$ cat src/rtl/acc_seq_pkg.sv
// Shared types and constants for the accumulator sequencer.
package acc_seq_pkg;

    typedef enum logic [2:0] {
        S_IDLE,
        S_SETTLE,
        S_EXEC,
        S_WAIT_ALU,
        S_WRITE,
        S_REPORT
    } state_t;

    typedef enum logic [1:0] {
        OP_ADD,
        OP_SUB,
        OP_AND,
        OP_OR
    } op_t;

    localparam logic [7:0] ASCII_BASE = 8'h30;

    function automatic logic [7:0] ascii_digit(input logic [1:0] v);
        return ASCII_BASE + {6'b0, v};
    endfunction

endpackage

$ cat src/rtl/acc_op_sequencer_stable_detector.sv
// Flags when a 2-bit value has held for N consecutive cycles, counting from a clear
// or from the most recent change (the cycle of the change counts as the first).
module stable_detector #(
    parameter int N = 50000
) (
    input  logic       clock,
    input  logic       reset,
    input  logic       clear,
    input  logic [1:0] value,
    output logic       stable
);
    localparam int CW = $clog2(N) + 1;

    logic [CW-1:0] run_q, run_d;
    logic [1:0]    prev_q;
    logic          fresh_q;

    // The current cycle's run length: zero right after a clear or on any change.
    always_comb begin
        if (fresh_q || (value != prev_q)) begin
            run_d = '0;
        end else if (run_q == CW'(N - 1)) begin
            run_d = run_q;
        end else begin
            run_d = run_q + CW'(1);
        end
        stable = (run_d == CW'(N - 1));
    end

    always_ff @(posedge clock) begin
        if (reset) begin
            run_q   <= '0;
            prev_q  <= '0;
            fresh_q <= 1'b0;
        end else begin
            run_q   <= run_d;
            prev_q  <= value;
            fresh_q <= clear;
        end
    end

endmodule

$ cat src/rtl/acc_op_sequencer.sv
// Arbitrates UART loads and confirmed ALU operations on the 2-bit accumulator,
// drives the ALU start/done handshake and reports each result as an ASCII digit.
module acc_op_sequencer
    import acc_seq_pkg::*;
#(
    parameter int STABLE_CYCLES = 50000,
    parameter int ALU_TIMEOUT   = 255
) (
    input  logic       clock,
    input  logic       reset,
    input  logic       rx_valid,
    input  logic [7:0] rx_data,
    input  logic       confirm_pulse,
    input  logic       handshake_en,
    input  logic [1:0] operation,
    input  logic [1:0] finger_value,
    output logic       alu_start,
    output logic [1:0] alu_a,
    output logic [1:0] alu_b,
    output logic [1:0] alu_op,
    input  logic       alu_done,
    input  logic [1:0] alu_result,
    output logic       tx_valid,
    output logic [7:0] tx_data,
    input  logic       tx_ready,
    output logic [1:0] acc,
    output logic       busy,
    output logic       alu_error
);
    localparam int TW = $clog2(ALU_TIMEOUT) + 1;

    state_t        state_q, state_d;
    logic [1:0]    acc_q, acc_d;
    logic          pend_vld_q, pend_vld_d;
    logic [1:0]    pend_q, pend_d;
    op_t           op_q, op_d;
    logic [1:0]    b_q, b_d;
    logic [1:0]    res_q, res_d;
    logic          err_q, err_d;
    logic [TW-1:0] tmo_q, tmo_d;
    logic          alu_start_q, alu_start_d;
    logic [1:0]    alu_a_q, alu_a_d;
    logic          tx_valid_q, tx_valid_d;
    logic [7:0]    tx_data_q, tx_data_d;

    logic accept;
    logic stable;
    logic unused_rx;

    assign unused_rx = ^rx_data[7:2];
    assign accept    = (state_q == S_IDLE) && confirm_pulse && handshake_en;

    stable_detector #(.N(STABLE_CYCLES)) u_stable (
        .clock  (clock),
        .reset  (reset),
        .clear  (accept),
        .value  (finger_value),
        .stable (stable)
    );

    always_comb begin
        state_d     = state_q;
        acc_d       = acc_q;
        pend_vld_d  = pend_vld_q;
        pend_d      = pend_q;
        op_d        = op_q;
        b_d         = b_q;
        res_d       = res_q;
        err_d       = err_q;
        tmo_d       = tmo_q;
        alu_start_d = 1'b0;
        alu_a_d     = alu_a_q;
        tx_valid_d  = tx_valid_q;
        tx_data_d   = tx_data_q;

        unique case (state_q)
            S_IDLE: begin
                if (accept) begin
                    op_d    = op_t'(operation);
                    err_d   = 1'b0;
                    state_d = S_SETTLE;
                end else if (rx_valid) begin
                    acc_d      = rx_data[1:0];
                    pend_vld_d = 1'b0;
                end else if (pend_vld_q) begin
                    acc_d      = pend_q;
                    pend_vld_d = 1'b0;
                end
            end
            S_SETTLE: begin
                if (!handshake_en) begin
                    state_d = S_IDLE;
                end else if (stable) begin
                    b_d         = finger_value;
                    alu_a_d     = acc_q;
                    alu_start_d = 1'b1;
                    state_d     = S_EXEC;
                end
            end
            S_EXEC: begin
                tmo_d   = '0;
                state_d = S_WAIT_ALU;
            end
            S_WAIT_ALU: begin
                if (alu_done) begin
                    res_d   = alu_result;
                    state_d = S_WRITE;
                end else if (tmo_q == TW'(ALU_TIMEOUT - 1)) begin
                    err_d   = 1'b1;
                    state_d = S_IDLE;
                end else begin
                    tmo_d = tmo_q + TW'(1);
                end
            end
            S_WRITE: begin
                acc_d      = res_q;
                tx_valid_d = 1'b1;
                tx_data_d  = ascii_digit(res_q);
                state_d    = S_REPORT;
            end
            S_REPORT: begin
                if (tx_ready) begin
                    tx_valid_d = 1'b0;
                    state_d    = S_IDLE;
                end
            end
            default: state_d = S_IDLE;
        endcase

        // Bytes that cannot be applied right now park in the one-deep slot; newest wins.
        if (rx_valid && ((state_q != S_IDLE) || accept)) begin
            pend_d     = rx_data[1:0];
            pend_vld_d = 1'b1;
        end
    end

    always_ff @(posedge clock) begin
        if (reset) begin
            state_q     <= S_IDLE;
            acc_q       <= '0;
            pend_vld_q  <= 1'b0;
            pend_q      <= '0;
            op_q        <= OP_ADD;
            b_q         <= '0;
            res_q       <= '0;
            err_q       <= 1'b0;
            tmo_q       <= '0;
            alu_start_q <= 1'b0;
            alu_a_q     <= '0;
            tx_valid_q  <= 1'b0;
            tx_data_q   <= '0;
        end else begin
            state_q     <= state_d;
            acc_q       <= acc_d;
            pend_vld_q  <= pend_vld_d;
            pend_q      <= pend_d;
            op_q        <= op_d;
            b_q         <= b_d;
            res_q       <= res_d;
            err_q       <= err_d;
            tmo_q       <= tmo_d;
            alu_start_q <= alu_start_d;
            alu_a_q     <= alu_a_d;
            tx_valid_q  <= tx_valid_d;
            tx_data_q   <= tx_data_d;
        end
    end

    assign alu_start = alu_start_q;
    assign alu_a     = alu_a_q;
    assign alu_b     = b_q;
    assign alu_op    = op_q;
    assign tx_valid  = tx_valid_q;
    assign tx_data   = tx_data_q;
    assign acc       = acc_q;
    assign busy      = (state_q != S_IDLE);
    assign alu_error = err_q;

endmodule

$ cat config.mk
export PLATFORM = sky130hd
export DESIGN_NAME = acc_op_sequencer
export DESIGN_NICKNAME = d
export VERILOG_FILES = /design/src/rtl/acc_seq_pkg.sv /design/src/rtl/acc_op_sequencer_stable_detector.sv /design/src/rtl/acc_op_sequencer.sv
export SDC_FILE = /design/constraint.sdc
export NUM_CORES = 1
export LEC_CHECK = 0
export CAP_MARGIN = 40
export CORE_ASPECT_RATIO = 1.75
export CORE_MARGIN = 8
export CORE_UTILIZATION = 35
export DETAILED_ROUTE_END_ITERATION = 10
export PLACE_DENSITY = 0.66
export SETUP_SLACK_MARGIN = 0.05
export SLEW_MARGIN = 0
export SYNTH_ARGS = -nofsm -noshare
export SYNTH_HDL_FRONTEND = slang
export SYNTH_SLANG_ARGS = --single-unit
$ cat constraint.sdc
create_clock -name clock -period 2.48 [get_ports clock]
set_input_delay 0.496 -clock clock [delete_from_list [all_inputs] [get_ports clock]]
set_output_delay 0.496 -clock clock [all_outputs]
set_load 0.02 [all_outputs]
==> impl_summary.txt, run 1 <==
----------------------------------------------------
[STA]
  Number of max-slew violations in the final report ... 0
  Unrepaired setup endpoints after global routing ... yes
  Transition at the pin with the smallest max-transition slack ... 0.706 ns
  Final clock skew ... 0.00429 ns
  Tightest slew margin relative to the limit ... 52.4%
  Final period util ... 102%
  Post-route minimum period ... 2.54 ns
  Worst Hold Slack ... 0.465 ns
  Maximum achievable frequency ... 0.394 GHz
  # setup viols final ... 5
  Total Negative Setup Slacks ... -0.155 ns
  Final hold vios ... 0
  Smallest setup slack after layout ... -0.0585 ns

[Worst hold path]
  Worst hold path type ... register to register

[Power and ir drop]
  Leakage power figure ... 1.32 nW
  Max IR drop VDD ... 0.000513 V
  Sum of internal, switching and leakage power ... 1.81 mW
  Pwr/cell area ... 520 mW/mm2

[Setup path]
  Reg2Reg Setup Slack ... -0.06 ns
  Worst Path Required ... 2.66 ns
  Critical path launch point ... u_stable.run_q[4]$_SDFF_PP0_
  Delay of the slowest cell on the worst path ... 0.42 ns
  CP max FO ... 4
  Crit path depth ... 7
  Type of element capturing the critical path ... register
  Cell breakdown of the critical path ... nand4_1 > or3_4 > a2111o_1 > a311o_1 > nor4_4 > nand4b_4 > mux2_4
  Reg-to-reg endpoint ... alu_b[1]$_SDFFE_PP0P_
  R2R depth ... 7
  Reg2reg start ... u_stable.run_q[4]$_SDFF_PP0_
  Cell with the biggest individual delay on the critical path ... or3_4
  Family of cells with the greatest summed delay on the critical path ... simple AND/OR/NAND/NOR gates
  Startpoint-to-endpoint class of the critical path ... register to register
  Data arrival time of the critical path ... 2.72 ns
  Capturing instance or port of the critical path ... alu_b[1]$_SDFFE_PP0P_
  Crit path buf inv count ... 0
  Startpoint class of the critical path ... register

[Placement]
  Buffers on Ports ... 30
  Final HPWL DP ... 5100 um
  Weighted congestion reported at the end of routability-driven placement ... 0.846
  Post-placement cell count ... 439
  Cell area after placement ... 0.00323 mm2
  Worst slack after detailed placement ... -0.351 ns

[Clocking]
  Clk buf depth ... 2
  Hold buffer count at cts ... 0
  Clock network latency to the later pin of the worst-skew pair ... 0.29 ns
  Reg clk slew, reported paths ... 0.07 ns
  Number of clock sinks ... 51
  Total clock buffers created by CTS ... 5
  Htree depth ... 2
  Clock tree from TritonCTS ... built
  Clock root buffer ... clkbuf_16

[Global routing]
  First-pass GRT wire length ... 10800 um
  Number of global-route vias before repair ... 2413
  GRT Util Overall ... 13.1%
  Overflow left after global routing ... 0
  Pin count of the biggest net entering global routing ... 31
  Initial antenna violation count ... 0

[Floorplanning]
  Top Ports ... 41
  Width of the chip ... 81.2 um
  Floorplan die height ... 130 um
  Starting utilization of the core area ... 36.0%
  Site Rows ... 41
  Placeable core region ... 0.00723 mm2
  Die footprint ... 0.0106 mm2

[Detailed routing]
  Via Count ... 2378
  DRT Pass-1 Iters ... 4
  DRC Markers ... 0
  Wirelength per Cell ... 14.9 um
  Vias per inst ... 5.27
  1st-iter DRT viols ... 146
  Final ANT Viol Nets ... 0
  Routed WL ... 6720 um

[Yosys]
  Number of storage elements in the synthesis netlist ... 51
  Yosys warning count ... 0
  Number of synthesized flops with an enable pin ... 0
  Unique cell type count in the Yosys netlist ... 54
  Syn Area/Cell ... 8.65 um2
  Post-synthesis instance area ... 0.00260 mm2
  Yosys top cell by area ... dfxtp_1
  Portion of the post-synthesis area used by sequential elements ... 39.2%
  Yosys top cell area share ... 39.2%
  Flip-flop cell with the highest count after synthesis ... dfxtp_1
  Most area-consuming cells after synthesis ... dfxtp_1, nor2_1, xnor2_1
  Instance count of the mapped netlist ... 301
  FFs w/ async S/R, synth ... 0%

[Flow run]
  Max-cap violations ... 0

[Status]
  Violated checks ... setup timing
  Status ... finished with violations

[Finish]
  Design area ... 0.00348 mm2
  Net count of the finished layout ... 388
  Commonest cells after routing, fill and taps aside ... dfxtp_1, buf_4, nor2_1
  Finished Core Util ... 48.1%
  Synth-to-layout area growth ... 33.8%
  Final-layout fill cell count ... 698
  Most common cell after layout, fill and taps aside ... dfxtp_1
  Share of final-layout standard cells stronger than drive strength 1 ... 20.3%
  Count of placed standard cells in the final layout, fillers left out ... 451
  Number of antenna diodes ... 0

----------------------------------------------------
## where the power goes
part | total [mW] | internal [mW] | leakage [nW] | switching [mW]
Sequential | 0.845 | 0.833 | 0.415 | 0.0118
Clock | 0.789 | 0.476 | 0.0838 | 0.313
Combinational | 0.177 | 0.0801 | 0.818 | 0.0965
Total | 1.81 | 1.39 | 1.32 | 0.421
## how the worst min path moves through the flow
stage | startpoint | endpoint | slack (ns) | cells past startpoint
after floorplan | pend_vld_q$_SDFFE_PP0P_ | pend_vld_q$_SDFFE_PP0P_ | 0.44 | 1
after global placement | alu_op[0]$_SDFFE_PP0P_ | alu_op[0]$_SDFFE_PP0P_ | 0.45 | 2
after detailed placement | tx_data[1]$_SDFFE_PP0P_ | tx_data[1]$_SDFFE_PP0P_ | 0.45 | 2
after CTS | tx_data[1]$_SDFFE_PP0P_ | tx_data[1]$_SDFFE_PP0P_ | 0.47 | 2
after global routing | tx_data[0]$_SDFFE_PP0P_ | tx_data[0]$_SDFFE_PP0P_ | 0.48 | 2
final | tx_data[1]$_SDFFE_PP0P_ | tx_data[1]$_SDFFE_PP0P_ | 0.46 | 2
## what timing repair did
item	4_1_cts	5_1_grt
pin swaps	5	3
setup endpoints to repair	7	7
setup buffers	1	3
resized for setup	10	2
hold endpoints to repair	0	0
## worst register-to-register path: cells and delay by family (launching register included)
| family | cells | cell delay [ns] |
|---|---|---|
| multiplexers | 1 | 0.32 |
| AO/OA/AOI/OAI | 2 | 0.70 |
| flip-flops | 1 | 0.38 |
| AND/OR/NAND/NOR | 4 | 1.04 |
## cell type report
class,instances,area (um2),share of cell area (%)
clock buffer,5,125,3.59
sequential,51,1030,29.6
clock inverter,3,43.8,1.26
tap,86,108,3.09
multi-input combinational,226,1520,43.7
inverter,8,32.5,0.935
timing repair buffer,72,618,17.8
## cell usage after synthesis (2+ instances only)
| library cell | number |
|---|---|
| dfxtp_1 | 51 |
| nor2_1 | 39 |
| nand2_1 | 26 |
| a21oi_1 | 15 |
| xnor2_1 | 12 |
| xor2_1 | 11 |
| mux2i_1 | 10 |
| nand3_1 | 10 |
| clkbuf_1 | 9 |
| nand4_1 | 9 |
| nor3_1 | 9 |
| nand2b_1 | 8 |
| nor2b_1 | 8 |
| inv_1 | 7 |
| buf_4 | 6 |
| and3_1 | 5 |
| nor4_1 | 5 |
| and4_1 | 4 |
| buf_2 | 4 |
| nand4b_1 | 4 |
| o21ai_0 | 4 |
| ha_1 | 3 |
| or3_1 | 3 |
| or4_1 | 3 |
| a31oi_1 | 2 |
| mux2_4 | 2 |
| nand3b_1 | 2 |
| nor4_2 | 2 |
| nor4bb_1 | 2 |
| o21a_1 | 2 |
## state kept, by name, summed over array words and instances (netlist names), 2 cells and up
signal / flops
u_stable.prev_q: 2
alu_a: 2
acc: 2
alu_b: 2
state_q: 3
alu_op: 2
pend_q: 2
u_stable.run_q: 17
tx_data: 3
tmo_q: 9
res_q: 2
## cell families after synthesis
kind of cell	share of synthesized area (%)
AO/OA/AOI/OAI	10.0
buffers and inverters	4.95
flip-flops	39.2
other	0.144
adder cells (fa/ha/maj)	1.44
AND/OR/NAND/NOR	31.4
XOR/XNOR	7.74
multiplexers	5.00
## metal layers
metal / share of wire (%) / vias up / global-route usage, %
li1: - / 1175 / -
met4: 3.7 / 0 / 8.15
met5: 0 / - / 0
met2: 58 / 51 / 24.4
met1: 36 / 1135 / 12.4
met3: 2.9 / 17 / 2.75
Note: power is estimated with default switching activity, not from simulation.
==> inputs of run 2 (changes only) <==
--- a/config.mk
+++ b/config.mk
@@ -12,6 +12,7 @@
 export DETAILED_ROUTE_END_ITERATION = 10
 export PLACE_DENSITY = 0.66
 export SETUP_SLACK_MARGIN = 0.05
+export SKIP_LAST_GASP = 1
 export SLEW_MARGIN = 0
 export SYNTH_ARGS = -nofsm -noshare
 export SYNTH_HDL_FRONTEND = slang
==> results of run 2 <==
The final DEF is identical to that of run 1; final timing and power are the same.
